## src/rtl/id_hazard_scoreboard_pkg.sv

```systemverilog
// Shared types and helpers for the decode-stage hazard scoreboard.
package id_hazard_scoreboard_pkg;

    localparam int unsigned RD_W     = 8;
    localparam int unsigned SB_CNT_W = 2;
    localparam int unsigned CNT_MAX  = (1 << SB_CNT_W) - 1;

    // One producer/retire event; rd is wide enough for any supported register file.
    typedef struct packed {
        logic            valid;
        logic [RD_W-1:0] rd;
        logic            wr;
        logic            wr_double;
        logic            icc;
        logic            y;
    } res_upd_t;

    // Pair partner index, wrapping modulo the register count.
    function automatic logic [RD_W-1:0] rd_next(input logic [RD_W-1:0] rd,
                                                input int unsigned num_regs);
        return RD_W'((32'(rd) + 32'd1) % num_regs);
    endfunction

endpackage

```

## src/rtl/id_hazard_scoreboard_sb_counter.sv

```systemverilog
// Saturating in-flight counter for one resource; flags overflow/underflow attempts.
module sb_counter #(
    parameter int unsigned CNT_W = 2
) (
    input  logic             clk,
    input  logic             reset,
    input  logic             clear,
    input  logic             inc,
    input  logic             dec,
    output logic [CNT_W-1:0] cnt,
    output logic             err_c
);

    localparam logic [CNT_W-1:0] CNT_TOP = '1;

    logic up_c;
    logic dn_c;

    // Simultaneous inc and dec cancel, so neither can overflow nor underflow.
    always_comb begin
        up_c  = inc && !dec && (cnt != CNT_TOP);
        dn_c  = dec && !inc && (cnt != '0);
        err_c = !clear && ((inc && !dec && (cnt == CNT_TOP)) ||
                           (dec && !inc && (cnt == '0)));
    end

    always_ff @(posedge clk) begin
        if (reset || clear) begin
            cnt <= '0;
        end else if (up_c) begin
            cnt <= cnt + CNT_W'(1);
        end else if (dn_c) begin
            cnt <= cnt - CNT_W'(1);
        end
    end

endmodule

```

## src/rtl/id_hazard_scoreboard.sv

```systemverilog
// Decode-stage hazard tracker: per-register, icc and Y in-flight counters drive
// a same-cycle stall for the instruction held in decode.
module id_hazard_scoreboard
    import id_hazard_scoreboard_pkg::*;
#(
    parameter int unsigned NUM_REGS      = 32,
    parameter int unsigned ADDR_W        = 5,
    parameter int unsigned CNT_W         = SB_CNT_W,
    parameter bit          RETIRE_BYPASS = 1'b1
) (
    input  logic                clk,
    input  logic                reset,
    input  logic [ADDR_W-1:0]   chk_rs1,
    input  logic                chk_rs1_en,
    input  logic [ADDR_W-1:0]   chk_rs2,
    input  logic                chk_rs2_en,
    input  logic [ADDR_W-1:0]   chk_rs3,
    input  logic                chk_rs3_en,
    input  logic                chk_rs3_double,
    input  logic                chk_icc,
    input  logic                chk_y,
    input  logic                issue_valid,
    input  logic [ADDR_W-1:0]   issue_rd,
    input  logic                issue_wr,
    input  logic                issue_wr_double,
    input  logic                issue_icc,
    input  logic                issue_y,
    input  logic                retire_valid,
    input  logic [ADDR_W-1:0]   retire_rd,
    input  logic                retire_wr,
    input  logic                retire_wr_double,
    input  logic                retire_icc,
    input  logic                retire_y,
    input  logic                flush,
    output logic                stall,
    output logic [NUM_REGS-1:0] pending_mask,
    output logic                icc_pending,
    output logic                y_pending,
    output logic                err
);

    res_upd_t            iss_u;
    res_upd_t            ret_u;
    logic [RD_W-1:0]     iss_rd1;
    logic [RD_W-1:0]     ret_rd1;
    logic [NUM_REGS-1:1] inc;
    logic [NUM_REGS-1:1] dec;
    logic [NUM_REGS-1:1] cnt_err;
    logic [NUM_REGS-1:0] haz;
    logic [NUM_REGS-1:0] at_max;
    logic [CNT_W-1:0]    cnt [1:NUM_REGS-1];
    logic [CNT_W-1:0]    icc_cnt;
    logic [CNT_W-1:0]    y_cnt;
    logic                icc_inc;
    logic                icc_dec;
    logic                y_inc;
    logic                y_dec;
    logic                icc_err;
    logic                y_err;
    logic                icc_haz;
    logic                y_haz;
    logic                odd_err;
    logic                struct_stall;

    always_comb begin
        iss_u = '{valid: issue_valid, rd: RD_W'(issue_rd), wr: issue_wr,
                  wr_double: issue_wr_double, icc: issue_icc, y: issue_y};
        ret_u = '{valid: retire_valid, rd: RD_W'(retire_rd), wr: retire_wr,
                  wr_double: retire_wr_double, icc: retire_icc, y: retire_y};
    end

    // Decode issue/retire events into per-counter inc/dec strobes; r0 is never tracked.
    always_comb begin
        iss_rd1 = rd_next(iss_u.rd, NUM_REGS);
        ret_rd1 = rd_next(ret_u.rd, NUM_REGS);
        inc     = '0;
        dec     = '0;
        for (int unsigned n = 1; n < NUM_REGS; n++) begin
            inc[n] = iss_u.valid && ((iss_u.wr && (iss_u.rd == RD_W'(n))) ||
                                     (iss_u.wr_double && (iss_rd1 == RD_W'(n))));
            dec[n] = ret_u.valid && ((ret_u.wr && (ret_u.rd == RD_W'(n))) ||
                                     (ret_u.wr_double && (ret_rd1 == RD_W'(n))));
        end
        icc_inc = iss_u.valid && iss_u.icc;
        icc_dec = ret_u.valid && ret_u.icc;
        y_inc   = iss_u.valid && iss_u.y;
        y_dec   = ret_u.valid && ret_u.y;
        odd_err = (iss_u.valid && iss_u.wr_double && iss_u.rd[0]) ||
                  (ret_u.valid && ret_u.wr_double && ret_u.rd[0]);
    end

    for (genvar g = 1; g < NUM_REGS; g++) begin : g_reg
        sb_counter #(.CNT_W(CNT_W)) u_cnt (
            .clk   (clk),
            .reset (reset),
            .clear (flush),
            .inc   (inc[g]),
            .dec   (dec[g]),
            .cnt   (cnt[g]),
            .err_c (cnt_err[g])
        );
    end

    sb_counter #(.CNT_W(CNT_W)) u_icc_cnt (
        .clk   (clk),
        .reset (reset),
        .clear (flush),
        .inc   (icc_inc),
        .dec   (icc_dec),
        .cnt   (icc_cnt),
        .err_c (icc_err)
    );

    sb_counter #(.CNT_W(CNT_W)) u_y_cnt (
        .clk   (clk),
        .reset (reset),
        .clear (flush),
        .inc   (y_inc),
        .dec   (y_dec),
        .cnt   (y_cnt),
        .err_c (y_err)
    );

    // A last outstanding writer retiring this cycle no longer blocks when bypass is on.
    always_comb begin
        haz          = '0;
        at_max       = '0;
        pending_mask = '0;
        for (int unsigned n = 1; n < NUM_REGS; n++) begin
            pending_mask[n] = cnt[n] != '0;
            at_max[n]       = cnt[n] == {CNT_W{1'b1}};
            haz[n]          = pending_mask[n] &&
                              !(RETIRE_BYPASS && (cnt[n] == CNT_W'(1)) && dec[n]);
        end
        icc_pending = icc_cnt != '0;
        y_pending   = y_cnt != '0;
        icc_haz     = icc_pending && !(RETIRE_BYPASS && (icc_cnt == CNT_W'(1)) && icc_dec);
        y_haz       = y_pending && !(RETIRE_BYPASS && (y_cnt == CNT_W'(1)) && y_dec);

        struct_stall = (issue_wr && at_max[issue_rd]) ||
                       (issue_wr_double && at_max[ADDR_W'(iss_rd1)]) ||
                       (issue_icc && (icc_cnt == {CNT_W{1'b1}})) ||
                       (issue_y && (y_cnt == {CNT_W{1'b1}}));

        stall = (chk_rs1_en && (chk_rs1 != '0) && haz[chk_rs1]) ||
                (chk_rs2_en && (chk_rs2 != '0) && haz[chk_rs2]) ||
                (chk_rs3_en && haz[chk_rs3]) ||
                (chk_rs3_double && haz[ADDR_W'(rd_next(RD_W'(chk_rs3), NUM_REGS))]) ||
                (chk_icc && icc_haz) ||
                (chk_y && y_haz) ||
                struct_stall;
    end

    // Sticky protocol error; a flush cycle neither sets nor clears it.
    always_ff @(posedge clk) begin
        if (reset) begin
            err <= 1'b0;
        end else if (!flush && (odd_err || (|cnt_err) || icc_err || y_err)) begin
            err <= 1'b1;
        end
    end

endmodule

```

## config.mk

```make
export PLATFORM = sky130hd
export DESIGN_NAME = id_hazard_scoreboard
export DESIGN_NICKNAME = d
export VERILOG_FILES = /design/src/rtl/id_hazard_scoreboard_pkg.sv /design/src/rtl/id_hazard_scoreboard_sb_counter.sv /design/src/rtl/id_hazard_scoreboard.sv
export SDC_FILE = /design/constraint.sdc
export NUM_CORES = 1
export LEC_CHECK = 0
export BUFFER_PORTS_ARGS = -buffer_cell sky130_fd_sc_hd__buf_4
export CAP_MARGIN = 20
export CORE_ASPECT_RATIO = 0.5
export CORE_MARGIN = 1
export CORE_UTILIZATION = 50
export CTS_BUF_LIST = sky130_fd_sc_hd__clkbuf_8 sky130_fd_sc_hd__clkbuf_16
export CTS_CLUSTER_DIAMETER = 60
export DETAILED_ROUTE_END_ITERATION = 10
export PLACE_DENSITY = 0.77
export SLEW_MARGIN = 20
export SYNTH_ARGS = -nofsm -noshare
export SYNTH_HDL_FRONTEND = slang
export SYNTH_SLANG_ARGS = --single-unit
export TNS_END_PERCENT = 1
```

## constraint.sdc

```tcl
create_clock -name clk -period 3.7 [get_ports clk]
set_input_delay 0.185 -clock clk [delete_from_list [all_inputs] [get_ports clk]]
set_output_delay 0.185 -clock clk [all_outputs]
set_load 0.05 [all_outputs]
```

# Word level (Yosys, flattened, before mapping)
# Index checks and enable logic that the tools add are counted.
# op_classes
n_reduce_logical	815
n_eq_ne	223
n_mux	78
n_lt_le_gt_ge	6
add_sub_neg	69
# ops
cell	count
$logic_and 1x1->1	504
$eq 5x5->1 const B	64
$eq 5x4->1 const B	32
$mux 2	66
$reduce_bool 2->1	66
$logic_or 1x1->1	109
$logic_not 1->1	100
$eq 5x3->1 const B	16
$add 2x1->2 const B	33
$eq 2x1->1 const B	33
$eq 2x2->1 const B	33
$logic_not 2->1	33
$ne 2x2->1 const B	33
$sub 2x1->2 const B	33
$eq 5x2->1 const B	8
$lt 5x6->1 const B	6
$reduce_or 31->1	1
$bmux 1 s5	6
$eq 5x1->1 const B	4
$add 5x1->5 const B	3
$reduce_bool 5->1	2
$mux 1	6
# word_totals
out_inout_bits	36
inputBits	44
reg_bits	67
elab_cells	1225

# Depth between registers and ports, before layout
# depth
depth_word	17
depth_mapped	14

# Modules after synthesis
# From an unflattened synthesis, not the netlist that was laid out.
# hier_totals
cells_unflattened	1142
area_unflattened_um2	8470.6
# by_module_without_submodules
mod	instances	cells_each	area_per_inst_um2	seq_area_each_um2
id_hazard_scoreboard	1	647	4300.4	20.0
sb_counter	33	15	126.4	40.0

# Least setup slack after synthesis
# OpenSTA, ideal clock, no wires.
# synth_path
kind	input -> output
from	input issue_rd[0]
to	output stall
path_slack_ns	-0.160
required_ns	3.515
arrival_ns	3.675
stages	14
path_cell_list	buf_2 > buf_2 > buf_2 > inv_1 > ha_1 > buf_1 > mux4_2 > nor2b_1 > a2111oi_0 > a31oi_1 > nand3_1 > and3_1 > o311ai_0 > or4_1
# synth_between
elab_chain_cells	8
# synth_rtl
element	line_no	rtl
start, declared	id_hazard_scoreboard.sv:23	input logic [ADDR_W-1:0] issue_rd,
$add 5x1->5	id_hazard_scoreboard_pkg.sv:21	return RD_W'((32'(rd) + 32'd1) % num_regs);
$bmux 1 s5	id_hazard_scoreboard.sv:141	(issue_wr_double && at_max[ADDR_W'(iss_rd1)]) ||
$mux 1 (not written as such)	id_hazard_scoreboard.sv:141	
$logic_and 1x1->1	id_hazard_scoreboard.sv:141	
$logic_or 1x1->1 (*)	id_hazard_scoreboard.sv:140	struct_stall = (issue_wr && at_max[issue_rd]) ||
$logic_or 1x1->1 (*)	id_hazard_scoreboard.sv:141	
$logic_or 1x1->1 (*)	id_hazard_scoreboard.sv:142	(issue_icc && (icc_cnt == {CNT_W{1'b1}})) ||
$logic_or 1x1->1 (*)	id_hazard_scoreboard.sv:150	(chk_y && y_haz) ||
end, declared	id_hazard_scoreboard.sv:35	output logic stall,
# Mark *: on every way between the ends. The rest lies on a longest branch, timed or not. The select of a mux whose other input is x is not followed.

# Final worst setup path
# layout_path
from	register g_reg[30].u_cnt.cnt[0]
to	output stall
# layout_between
elab_chain_cells	13
# layout_rtl
element	line_no	rtl
start, declared	id_hazard_scoreboard_sb_counter.sv:10	output logic [CNT_W-1:0] cnt,
start signal, assigned	id_hazard_scoreboard_sb_counter.sv:31	cnt <= cnt + CNT_W'(1);
start signal, assigned	id_hazard_scoreboard_sb_counter.sv:33	cnt <= cnt - CNT_W'(1);
$eq 2x1->1	id_hazard_scoreboard.sv:133	!(RETIRE_BYPASS && (cnt[n] == CNT_W'(1)) && dec[n]);
$logic_and 1x1->1	id_hazard_scoreboard.sv:133	
$logic_not 1->1	id_hazard_scoreboard.sv:133	
$logic_and 1x1->1	id_hazard_scoreboard.sv:132	haz[n] = pending_mask[n] &&
$bmux 1 s5 (on tied branches)	id_hazard_scoreboard.sv:145, id_hazard_scoreboard.sv:146	
$mux 1 (on tied branches)	id_hazard_scoreboard.sv:145, id_hazard_scoreboard.sv:146	
$logic_and 1x1->1 (on tied branches)	id_hazard_scoreboard.sv:145, id_hazard_scoreboard.sv:146	
$logic_or 1x1->1	id_hazard_scoreboard.sv:145	stall = (chk_rs1_en && (chk_rs1 != '0) && haz[chk_rs1]) ||
$logic_or 1x1->1	id_hazard_scoreboard.sv:146	(chk_rs2_en && (chk_rs2 != '0) && haz[chk_rs2]) ||
$logic_or 1x1->1	id_hazard_scoreboard.sv:147	(chk_rs3_en && haz[chk_rs3]) ||
$logic_or 1x1->1	id_hazard_scoreboard.sv:148	(chk_rs3_double && haz[ADDR_W'(rd_next(RD_W'(chk_rs3), NUM_REGS))]) ||
$logic_or 1x1->1	id_hazard_scoreboard.sv:149	(chk_icc && icc_haz) ||
$logic_or 1x1->1 (*)	id_hazard_scoreboard.sv:150	
# Marked as above.

==> results.yml <==
routing:
  vias: 11500
  vias_per_cell: 6.68
  avgRoutedWirePerCell_um: 22.7
  drtAntennaViolNets: 0
  drtIter0Drc: 1492
  wl_mm: 39.1
  dr.pass1.iters: 6
  drc: 0
setup_path:
  cp-start-kind: "register"
  critPathBufInv: 2
  required_ns: 3.51
  cpPeakStageDelay_ns: 0.52
  path_cells: "ha_2, mux4_2, mux4_2, and3_1, a31oi_1, and3_4, o311ai_2, buf_4, or4_4, buf_6"
  path_class: "register to primary output"
  crit_family: "multiplexers"
  path_max_fanout: 4
  cp.arrival_ns: 3.46
  reg2reg_slack_ns: 1.26
  cp_slowest_cell: "mux4_2"
  cpMostUsedCell: "mux4_2"
  end_kind: "primary output"
final_layout:
  drive_gt1_frac: 0.172
  multi_input_area_um2: 7950
  layout.nets: 1605
  syn2layout_area_growth_pct: 16.6
  n_antenna_cell: 0
  layout.area.seq_um2: 1350
  stdcell_count: 1721
  fin_area_um2: 11600
  fin_util: 0.596
  fill_cells: 1799
power_and_ir_drop:
  finalPower_mw: 2.27
  cellLeakagePower_nw: 4.61
  power_per_cell_area_nw_per_um2: 195
  peakVddDrop_v: 0.000213
sta:
  setup-violations-final: 0
  skew_ns: 0.00675
  period_share: 0.985
  tightest_slew_ns: 0.775
  slew_viol_final: 0
  slew_headroom: 0.478
  hold_viol_final: 0
  max_freq_mhz: 274
  period_minus_slack_ns: 3.64
grt:
  grt_pass1_vias: 10300
  grt_pass1_wl_mm: 58.3
  antenna_found_initial: 0
  grt_util_all_layers: 0.371
  grt_max_degree: 50
  grt-ovfl-total: 0
floorplanning:
  coreArea_um2: 19500
  dieWidth_um: 202
  rows: 36
  initial_core_util: 0.511
  dieArea_um2: 20500
  ios: 80
  die_h_um: 102
logic_synthesis:
  synthTopCellsByArea: "ha_1 (14%), dfxtp_1 (13%), nor2_1 (5.1%), nand2_1 (4.9%), mux4_2 (4.7%)"
  synth_seq_area_share: 0.135
  synth.most_common_cell: "nor2_1"
  synth_edf_count: 0
  synth.top_cell.area_share: 0.137
  synthArstFlopShare: 0
  synthesis.nets: 1516
  synth_cell_types: 84
  synth_area_um2: 9970
  synthFlopType: "dfxtp_1"
  synth_top_area_cell: "ha_1"
  synthTopCellsByCount: "nor2_1 (136), nand2_1 (131), inv_1 (125)"
  avgSynthCellArea_um2: 7.31
  yosys_warnings: 0
  syn_inst: 1363
  synth-seq-cells: 67
flow_run:
  cap_violations: 0
clocking:
  cts_tree: "built"
  clockBufferDepth: 2
  clock_sinks: 67
  clock_latency_ns: 0.35
  root_buffer: "clkbuf_16"
  clk_pin_slew_worst_paths_ns: 0.06
  ctsHtreeMaxLevel: 3
  cts-buffers-inserted: 9
placement:
  dp_hpwl_mm: 30.4
  finalWeightedCongestion: 1.04
  placed_cells_incl_taps: 1703
  io_buffer_count: 78
  dpl_cell_area_um2: 11100
status:
  run_status: "finished, final reports clean"
worst_hold_path:
  min_path_type: "primary input to register"
[repair_timing]
action	4_1_cts	5_1_grt
setup buffers	0	3
endpoints found under the setup margin	1	1
hold buffers	1	0
pin swaps	1	5
gates resized for setup	15	21
endpoints found under the hold margin	1	0
[sequential cells by signal, indices dropped and copies added, names as in the netlist]
signal         cells
u_y_cnt.cnt        2
u_icc_cnt.cnt      2
err                1
g.u_cnt.cnt       62
[worst register-to-register path, delay by kind of cell (launching register included)]
| kind | cells | cell delay (ns) |
|---|---|---|
| and+or+nand+nor | 3 | 0.90 |
| muxes | 1 | 0.15 |
| adders and majority gates | 1 | 0.27 |
| AOI/OAI and AO/OA | 2 | 0.18 |
| DFF | 1 | 0.41 |
| buffers and inverters | 3 | 0.40 |
[metrics by stage]
step	setup WS, ns	TNS, ns	hold WS [ns]
CTS	0.000377	0	0.144
global placement	0.0666	0	0.353
global route	-0.0110	-0.0110	0.185
floorplan	0.125	0	0.257
detailed placement	-0.0131	-0.0131	0.358
finish	0.0554	0	0.151
[power by group]
group	total (mW)	internal (mW)	switching, mW
Clock	0.968	0.617	0.351
Combinational	0.570	0.208	0.362
Sequential	0.732	0.726	0.00572
Total	2.27	1.55	0.718
[metal layers]
metal	track usage	up-vias	part of all wire
met4	0.138	0	0.036
li1	-	5216	-
met5	0	-	0
met3	0.0966	102	0.13
met1	0.512	5461	0.42
met2	0.559	713	0.41
[cells in the final DEF (no fill, tap or decap), types with 19 or more instances in the layout]
| cell type | instances |
|---|---|
| nand2_1 | 131 |
| buf_4 | 153 |
| nand3_1 | 49 |
| o22ai_1 | 40 |
| a21oi_1 | 55 |
| o21ai_0 | 48 |
| and2_1 | 19 |
| inv_1 | 124 |
| mux2i_1 | 29 |
| nor3_1 | 46 |
| mux4_2 | 21 |
| a31oi_1 | 57 |
| xnor2_1 | 36 |
| dfxtp_1 | 64 |
| ha_1 | 97 |
| nor2_1 | 136 |
[cell type report]
class / instances / area share
multi-input combinational: 1091 / 0.684
clock buffer: 11 / 0.0217
tap: 266 / 0.0286
timing repair buffer: 157 / 0.104
inverter: 126 / 0.0407
sequential: 67 / 0.116
clock inverter: 3 / 0.00549
[path summary, 6_finish.rpt]
check,startpoint,end,cells after the start
max reg2reg,g_reg[18].u_cnt.cnt[0]$_SDFFE_PP0P_,err$_SDFFE_PP0P_,10
min,flush,err$_SDFFE_PP0P_,3
min reg2reg,g_reg[8].u_cnt.cnt[1]$_SDFFE_PP0P_,g_reg[8].u_cnt.cnt[1]$_SDFFE_PP0P_,2
max,g_reg[30].u_cnt.cnt[0]$_SDFFE_PP0P_,stall,10
[logic make-up (layout without fill, tap and decap cells)]
family                   count (synthesis)  after routing  share of synthesized area
multiplexers                            58             58                     0.0855
AO/OA/AOI/OAI                          352            352                      0.248
adder cells (fa/ha/maj)                109            109                      0.137
other                                    1              1                   0.000376
buffers and inverters                  205            297                     0.0827
flip-flops                              67             67                      0.135
XOR/XNOR                                37             37                     0.0325
AND/OR/NAND/NOR                        534            534                      0.280
No activity file was read; power rests on OpenSTA's default activity.
